## config.mk

```make
export PLATFORM = sky130hd
export DESIGN_NAME = inst_axi_bridge
export DESIGN_NICKNAME = d
export VERILOG_FILES = /design/src/rtl/inst_axi_bridge.sv
export SDC_FILE = /design/constraint.sdc
export NUM_CORES = 1
export LEC_CHECK = 0
export BUFFER_PORTS_ARGS = -buffer_cell sky130_fd_sc_hd__buf_2
export CAP_MARGIN = 20
export CORE_AREA = 2 2 80 82
export CTS_CLUSTER_SIZE = 10
export DETAILED_ROUTE_END_ITERATION = 12
export DIE_AREA = 0 0 82 84
export GPL_ROUTABILITY_DRIVEN = 0
export GPL_TIMING_DRIVEN = 0
export PLACE_DENSITY = 0.76
export SYNTH_ARGS = -nofsm -noshare
export SYNTH_HDL_FRONTEND = slang
export SYNTH_SLANG_ARGS = --single-unit
```

## constraint.sdc

```tcl
create_clock -name clk -period 2.3 [get_ports clk]
set_clock_uncertainty 0.15 [all_clocks]
set_input_delay 0.115 -clock clk [delete_from_list [all_inputs] [get_ports clk]]
set_output_delay 0.115 -clock clk [all_outputs]
set_load 0.01 [all_outputs]
```

## src/rtl/inst_axi_bridge.sv

```systemverilog
// Instruction-fetch SRAM-like to AXI read bridge; keeps up to MAX_OUT AR requests in flight.
// Latency: addr_ok same cycle, arvalid next cycle; data_ok in the R handshake cycle (one cycle later with INST_BRIDGE_RBUF_EN).
// Backpressure: new fetches are refused while an AR is pending or the in-flight limit is reached; R is stalled only when nothing is outstanding (or the R buffer is full).
//
// Ports:
//   clk, reset                  clock, synchronous active-high reset
//   inst_sram_*                 SRAM-like fetch port from the IF stage (wstrb/wdata unused)
//   ar*                         AXI read-address channel (id/len/burst/lock/cache/prot constant)
//   r*                          AXI read-data channel (rid/rresp/rlast unused)
//
// Optional feature: define INST_BRIDGE_RBUF_EN to register the R beat in a one-entry buffer
// before presenting it as data_ok/rdata.
module inst_axi_bridge #(
  parameter int MAX_OUT = 2
) (
  input  logic        clk,
  input  logic        reset,
  input  logic        inst_sram_req,
  input  logic        inst_sram_wr,
  input  logic [1:0]  inst_sram_size,
  input  logic [31:0] inst_sram_addr,
  input  logic [3:0]  inst_sram_wstrb,
  input  logic [31:0] inst_sram_wdata,
  output logic        inst_sram_addr_ok,
  output logic        inst_sram_data_ok,
  output logic [31:0] inst_sram_rdata,
  output logic [3:0]  arid,
  output logic [31:0] araddr,
  output logic [7:0]  arlen,
  output logic [2:0]  arsize,
  output logic [1:0]  arburst,
  output logic [1:0]  arlock,
  output logic [3:0]  arcache,
  output logic [2:0]  arprot,
  output logic        arvalid,
  input  logic        arready,
  input  logic [3:0]  rid,
  input  logic [31:0] rdata,
  input  logic [1:0]  rresp,
  input  logic        rlast,
  input  logic        rvalid,
  output logic        rready
);

  typedef enum logic {AR_IDLE, AR_BUSY} ar_state_t;

  localparam logic [2:0] MAX_OUT_W = 3'(MAX_OUT);

  ar_state_t   ar_state;
  logic [1:0]  out_cnt;     // AR done, R beat not yet received
  logic        ar_pending;
  logic        ar_done;
  logic        r_hs;
  logic        held;        // beat sitting in the R buffer (0 without the buffer)
  logic [2:0]  in_flight;
  logic        accept;
  logic        unused_inputs;

  assign arid    = 4'd0;
  assign arlen   = 8'd0;
  assign arburst = 2'b01;
  assign arlock  = 2'd0;
  assign arcache = 4'd0;
  assign arprot  = 3'd0;

  // Payload fields the bridge never looks at.
  assign unused_inputs = ^{inst_sram_wstrb, inst_sram_wdata, rid, rresp, rlast};

  assign ar_pending = (ar_state == AR_BUSY);
  assign ar_done    = ar_pending && arready;
  assign r_hs       = rvalid && rready;

`ifdef INST_BRIDGE_RBUF_EN
  logic        rbuf_vld;
  logic [31:0] rbuf_dat;

  // Buffer accepts a beat only when empty, so it drains and refills on alternate cycles.
  assign rready            = !reset && (out_cnt != 2'd0) && !rbuf_vld;
  assign inst_sram_data_ok = !reset && rbuf_vld;
  assign inst_sram_rdata   = rbuf_dat;
  assign held              = rbuf_vld;

  always_ff @(posedge clk) begin
    if (reset) begin
      rbuf_vld <= 1'b0;
      rbuf_dat <= 32'd0;
    end else if (r_hs) begin
      rbuf_vld <= 1'b1;
      rbuf_dat <= rdata;
    end else if (rbuf_vld) begin
      rbuf_vld <= 1'b0;
    end
  end
`else
  assign rready            = !reset && (out_cnt != 2'd0);
  assign inst_sram_data_ok = r_hs;
  assign inst_sram_rdata   = rdata;
  assign held              = 1'b0;
`endif

  // Everything already committed to the IF stage counts against the limit.
  assign in_flight = {1'b0, out_cnt} + {2'b0, ar_pending} + {2'b0, held};

  assign accept = !reset && (ar_state == AR_IDLE) && inst_sram_req && !inst_sram_wr &&
                  (in_flight < MAX_OUT_W);

  assign inst_sram_addr_ok = accept;

  always_ff @(posedge clk) begin
    if (reset) begin
      ar_state <= AR_IDLE;
      arvalid  <= 1'b0;
      araddr   <= 32'd0;
      arsize   <= 3'd0;
      out_cnt  <= 2'd0;
    end else begin
      case (ar_state)
        AR_IDLE: begin
          if (accept) begin
            ar_state <= AR_BUSY;
            arvalid  <= 1'b1;
            araddr   <= inst_sram_addr;
            arsize   <= {1'b0, inst_sram_size};
          end
        end
        AR_BUSY: begin
          if (arready) begin
            ar_state <= AR_IDLE;
            arvalid  <= 1'b0;
          end
        end
        default: begin
          ar_state <= AR_IDLE;
          arvalid  <= 1'b0;
        end
      endcase

      // Simultaneous AR completion and R handshake cancel out.
      case ({ar_done, r_hs})
        2'b10:   out_cnt <= out_cnt + 2'd1;
        2'b01:   out_cnt <= out_cnt - 2'd1;
        default: out_cnt <= out_cnt;
      endcase
    end
  end

endmodule
```

Word-level counts from Yosys, hierarchy flattened
Index checks and enable logic that the tools add are counted.
W data, S select, Z words.

word-level totals
  register bits = 38
  input port bits = 115
  output and inout bits = 94
  word-level logic and storage cells = 34

operators by class
  $add $sub $neg = 3
  magnitude comparators = 1
  eq/ne operators = 4
  mux-type cells = 7
  bitwise operators = 1
  reductions and logical operators = 13

operators by type and width
  operator               number
  $logic_and A1 B1 Y1    7
  $mux W1                4
  $ne A2 B2 Y1 const B   2
  $pmux W1 S2            2
  $pmux W2 S2            1
  $reduce_and A2 Y1      2
  $reduce_bool A2 Y1     2
  $add A2 B1 Y3          1
  $lt A3 B2 Y1 const B   1
  $add A2 B1 Y2 const B  1
  $eq A2 B1 Y1 const B   1
  $eq A2 B2 Y1 const B   1
  $logic_not A1 Y1       2
  $sub A2 B1 Y2 const B  1
  $not A1 Y1             1

Longest topological paths before layout
  word-level depth = 7
  depth in mapped cells = 7

Worst setup path after synthesis
OpenSTA, ideal clock, no wires.

  path type = register to register
  from = register out_cnt[1]
  to = register out_cnt[1]
  setup time = 0.071 ns
  data arrival time = 1.603 ns
  slack = 0.476 ns
  stages on the path, launching flop included = 7
  path buffers = 0
  clock period less this slack = 1.824 ns
  cell sequence = dfxtp_1 nor2_1 nor2_1 and2_1 ha_1 or3_1 a21oi_1

between the ends
  word-level cells in the longest chain between the ends = 5
  elaborated cells on any way between the ends = 9

RTL lines
  element                                                   line  RTL
  start: declaration                                        50    logic [1:0] out_cnt;
  start signal: assignment                                  140   2'b10: out_cnt <= out_cnt + 2'd1;
  start signal: assignment                                  141   2'b01: out_cnt <= out_cnt - 2'd1;
  start signal: assignment                                  142   default: out_cnt <= out_cnt;
  $reduce_bool A2 Y1 *                                      95    assign rready = !reset && (out_cnt != 2'd0);
  $logic_and A1 B1 Y1 *                                     95
  net rready                                                42    output logic rready
  $logic_and A1 B1 Y1 *                                     71    assign r_hs = rvalid && rready;
  net inst_sram_data_ok                                     25    output logic inst_sram_data_ok,
  $eq A2 B1 Y1 / $eq A2 B2 Y1 (equally long branches)       139   case ({ar_done, r_hs})
  $pmux W2 S2 / $reduce_bool A2 Y1 (equally long branches)  -

Mark *: on every way through the listed nets, which the timed path passes. The rest lies on a longest branch.
A chain may end at the register's enable or synchronous reset.

Final worst setup path
  from = register out_cnt[1]
  to = output port inst_sram_addr_ok

between the ends
  word-level cells in the longest chain between the ends = 3

RTL lines
  element              line  RTL
  $add A2 B1 Y3        102   assign in_flight = {1'b0, out_cnt} + {2'b0, ar_pending} + {2'b0, held};
  $lt A3 B2 Y1         105   (in_flight < MAX_OUT_W);
  $logic_and A1 B1 Y1  104   assign accept = !reset && (ar_state == AR_IDLE) && inst_sram_req && !inst_sram_wr &&
  end: declaration     24    output logic inst_sram_addr_ok,

Every way passes these cells.

==> flow_summary_export.csv <==
group,metric,value,unit
logic_synthesis,synthMuxAreaShare,0,%
final_layout,antenna_cells,0,
power,p_leak,1.56,nW
grt,grt_pass1_vias,1790,
grt,gr-total-overflow,0,
logic_synthesis,mappedNetlistArea,0.00182,sq mm
logic_synthesis,syn_avg_cell_area,8.01,sq um
final_layout,drive_above_1_share,45.4,%
logic_synthesis,synth_compound_area_share,10.7,%
sta,slew_headroom,64.5,%
clock_tree,cts_resized,0,
sta,rsz0062_at_grt,"no",
setup_path,endpoint_kind,"output pin",
sta,period_share,88.2,%
floorplanning,core_area,0.00610,sq mm
final_layout,fin_util,49.7,%
sta,fin_crit,2.03,ns
floorplanning,dieWidth,82,um
power,power_density,575,mW/mm^2
logic_synthesis,yosysMostFrequentCell,"nand2_1",
clock_tree,tritoncts.num_buffers,5,
logic_synthesis,synth_edf_count,0,
logic_synthesis,synthCells,227,
final_layout,fillCellCount,576,
drt,num_vias,1905,
drt,drc,0,
sta,finalMaxSlewViolations,0,
drt,wire_per_inst,10.6,um
floorplanning,rows,29,
place,dpl.hpwl,3.53,mm
min_path,hold_class,"in -> reg",
logic_synthesis,yosys-top-cells-count,"nand2_1, buf_4, dfxtp_1, a21oi_1, nor2_1",
clock_tree,cts_tree,"done",
drt,routed_wl,5.06,mm
clock_tree,cts_buffer_depth,2,
floorplanning,initial_core_util,29.8,%
logic_synthesis,synth-xor-area-share,0.964,%
power,report.power.total,1.74,mW
min_path,worst_hold_startpoint,"inst_sram_wr",
clock_tree,clk_pin_slew_worst_paths,0.08,ns
setup_path,reg2reg_from,"out_cnt[1]$_SDFFE_PP0P_",
clock_tree,clk_latency,0.29,ns
grt,grt_pass1_wl,7.66,mm
setup_path,startpoint,"out_cnt[1]$_SDFFE_PP0P_",
clock_tree,cts-root-buf,"clkbuf_8",
floorplanning,io_pins,209,
final_layout,area_growth,66.7,%
logic_synthesis,synth_fa_ha_area_share,0.688,%
power,switching_power,418,uW
final_layout,fin_area,0.00303,sq mm
setup_path,critPathLaunchType,"register",
sta,finalSetupViolations,0,
clock_tree,h-tree-depth,2,
power,p_sw_share,24.0,%
drt,drt_iter0_drc,40,
clock_tree,cts.sinks,38,
place,postPlaceCellArea,0.00254,sq mm
power,seqPwrFrac,40.6,%
drt,ant_nets,0,
grt,grt_max_degree,14,
sta,finalSetupTns,0,ns
drt,firstDrtPassIters,4,
status,outcome,"complete, no violations",
sta,tightest_slew,0.533,ns
final_layout,nNetsFinal,516,
logic_synthesis,ys_warn_count,0,
place,portBuffers,109,
grt,track_usage,14.4,%
logic_synthesis,ys_types,19,
logic_synthesis,async_reset_ff_share,0,%
power,irDropWorstVdd,0.000380,V
floorplanning,die-area,0.00689,sq mm
setup_path,critPathArrivalTime,1.76,ns
job,cap_viol_max_count,0,
floorplanning,die_height,84,um
drt,vias_per_cell,3.99,
logic_synthesis,ys_seq_area_share,41.8,%
logic_synthesis,synth_top_family_by_area,"buffers and inverters",
sta,fin_ws,0.272,ns
logic_synthesis,netlist.area_leader.share,41.8,%
power,p_clk_share,38.8,%
logic_synthesis,synth_seq_cells,38,
sta,hold_viol,0,
setup_path,cp_max_fo,10,
power,combPwrFrac,20.6,%
setup_path,critical_path_class,"reg -> out",
logic_synthesis,synth_area_leaders,"dfxtp_1, buf_4, nand2_1",
logic_synthesis,yosys.area_share.simple,18.2,%
sta,fmax,493,MHz
logic_synthesis,synth_top_area_cell,"dfxtp_1",
logic_synthesis,synthFlopType,"dfxtp_1",
final_layout,register_area,761,sq um
setup_path,required,2.04,ns
place,pre_cts_ws,0.526,ns
grt,antenna_found_initial,0,
final_layout,multiInputGateArea,644,sq um
power,p_int,1.32,mW
-- worst max-delay path: stages, from the launching register on --
cell	delay, ns
dfxtp_1	0.37
or4b_1	0.55
buf_6	0.16
buf_6	0.14
nor2_1	0.11
buf_2	0.15
-- state kept, by name, summed over array words and instances (netlist names) --
name and cells:
ar_pending 1, araddr 32, arvalid 1, arsize 2, out_cnt 2
-- metrics by stage --
stage | cells | hold WS (ns)
5_1_grt | 478 | 0.0263
2_1_floorplan | 249 | 0.101
3_5_place_dp | 435 | 0.212
3_3_place_gp | 435 | 0.206
4_1_cts | 478 | 0.0130
6_report | 478 | 0.0255
-- layout make-up --
type,count,share of cell area (%)
multi-input cells,144,21.3
plain buffers,67,16.4
clock buffers,5,2.27
flip-flops and latches,38,25.1
repair buffers,144,29.6
well taps,77,3.18
clock inverters,3,2.27
-- logic make-up after synthesis --
family | count (synthesis)
simple gates | 79
xor+xnor | 2
other cells | 2
buf+inv | 67
fa+ha+maj | 1
flops | 38
compound gates | 38
-- power groups by stage --
stage | sequential (mW) | combinational (mW) | clock [mW]
final | 0.707 | 0.360 | 0.675
after global placement | 0.720 | 0.308 | 0
after floorplan | 0.736 | 0.185 | 0
after global routing | 0.711 | 0.396 | 0.728
after CTS | 0.707 | 0.358 | 0.703
after detailed placement | 0.723 | 0.312 | 0
-- repair_timing --
action / CTS / global route
buffers inserted: 0 / 0
endpoints found under the hold margin: 35 / 0
hold buffers: 35 / 0
-- final timing paths --
kind                             endpoint  slack (ns)  cells after the start
setup / recovery        inst_sram_addr_ok        0.27                      5
hold / removal    araddr[24]$_SDFFE_PP0P_        0.03                      4
setup reg to reg  out_cnt[1]$_SDFFE_PP0P_        0.51                      6
hold reg to reg   araddr[29]$_SDFFE_PP0P_        0.30                      2
-- routing by layer --
metal,global-route usage (%),vias up,wire (um)
li1,-,982,-
met1,14.9,823,1840
met2,26.9,91,2680
met3,4.22,9,434
met4,4.85,0,99
met5,0,-,0
-- layout by cell type, fill, tap and decap left out, types with 2 or more instances in the layout --
cell type,Yosys,final
nor2_1,5,5
buf_6,4,4
bufinv_16,0,2
a21oi_1,36,36
buf_2,3,112
dlygate4sd3_1,0,35
dfxtp_1,38,38
buf_4,56,56
conb_1,2,24
nand2_1,69,69
clkbuf_8,0,5
clkbuf_1,4,4
Note: power is estimated with default switching activity, not from simulation.
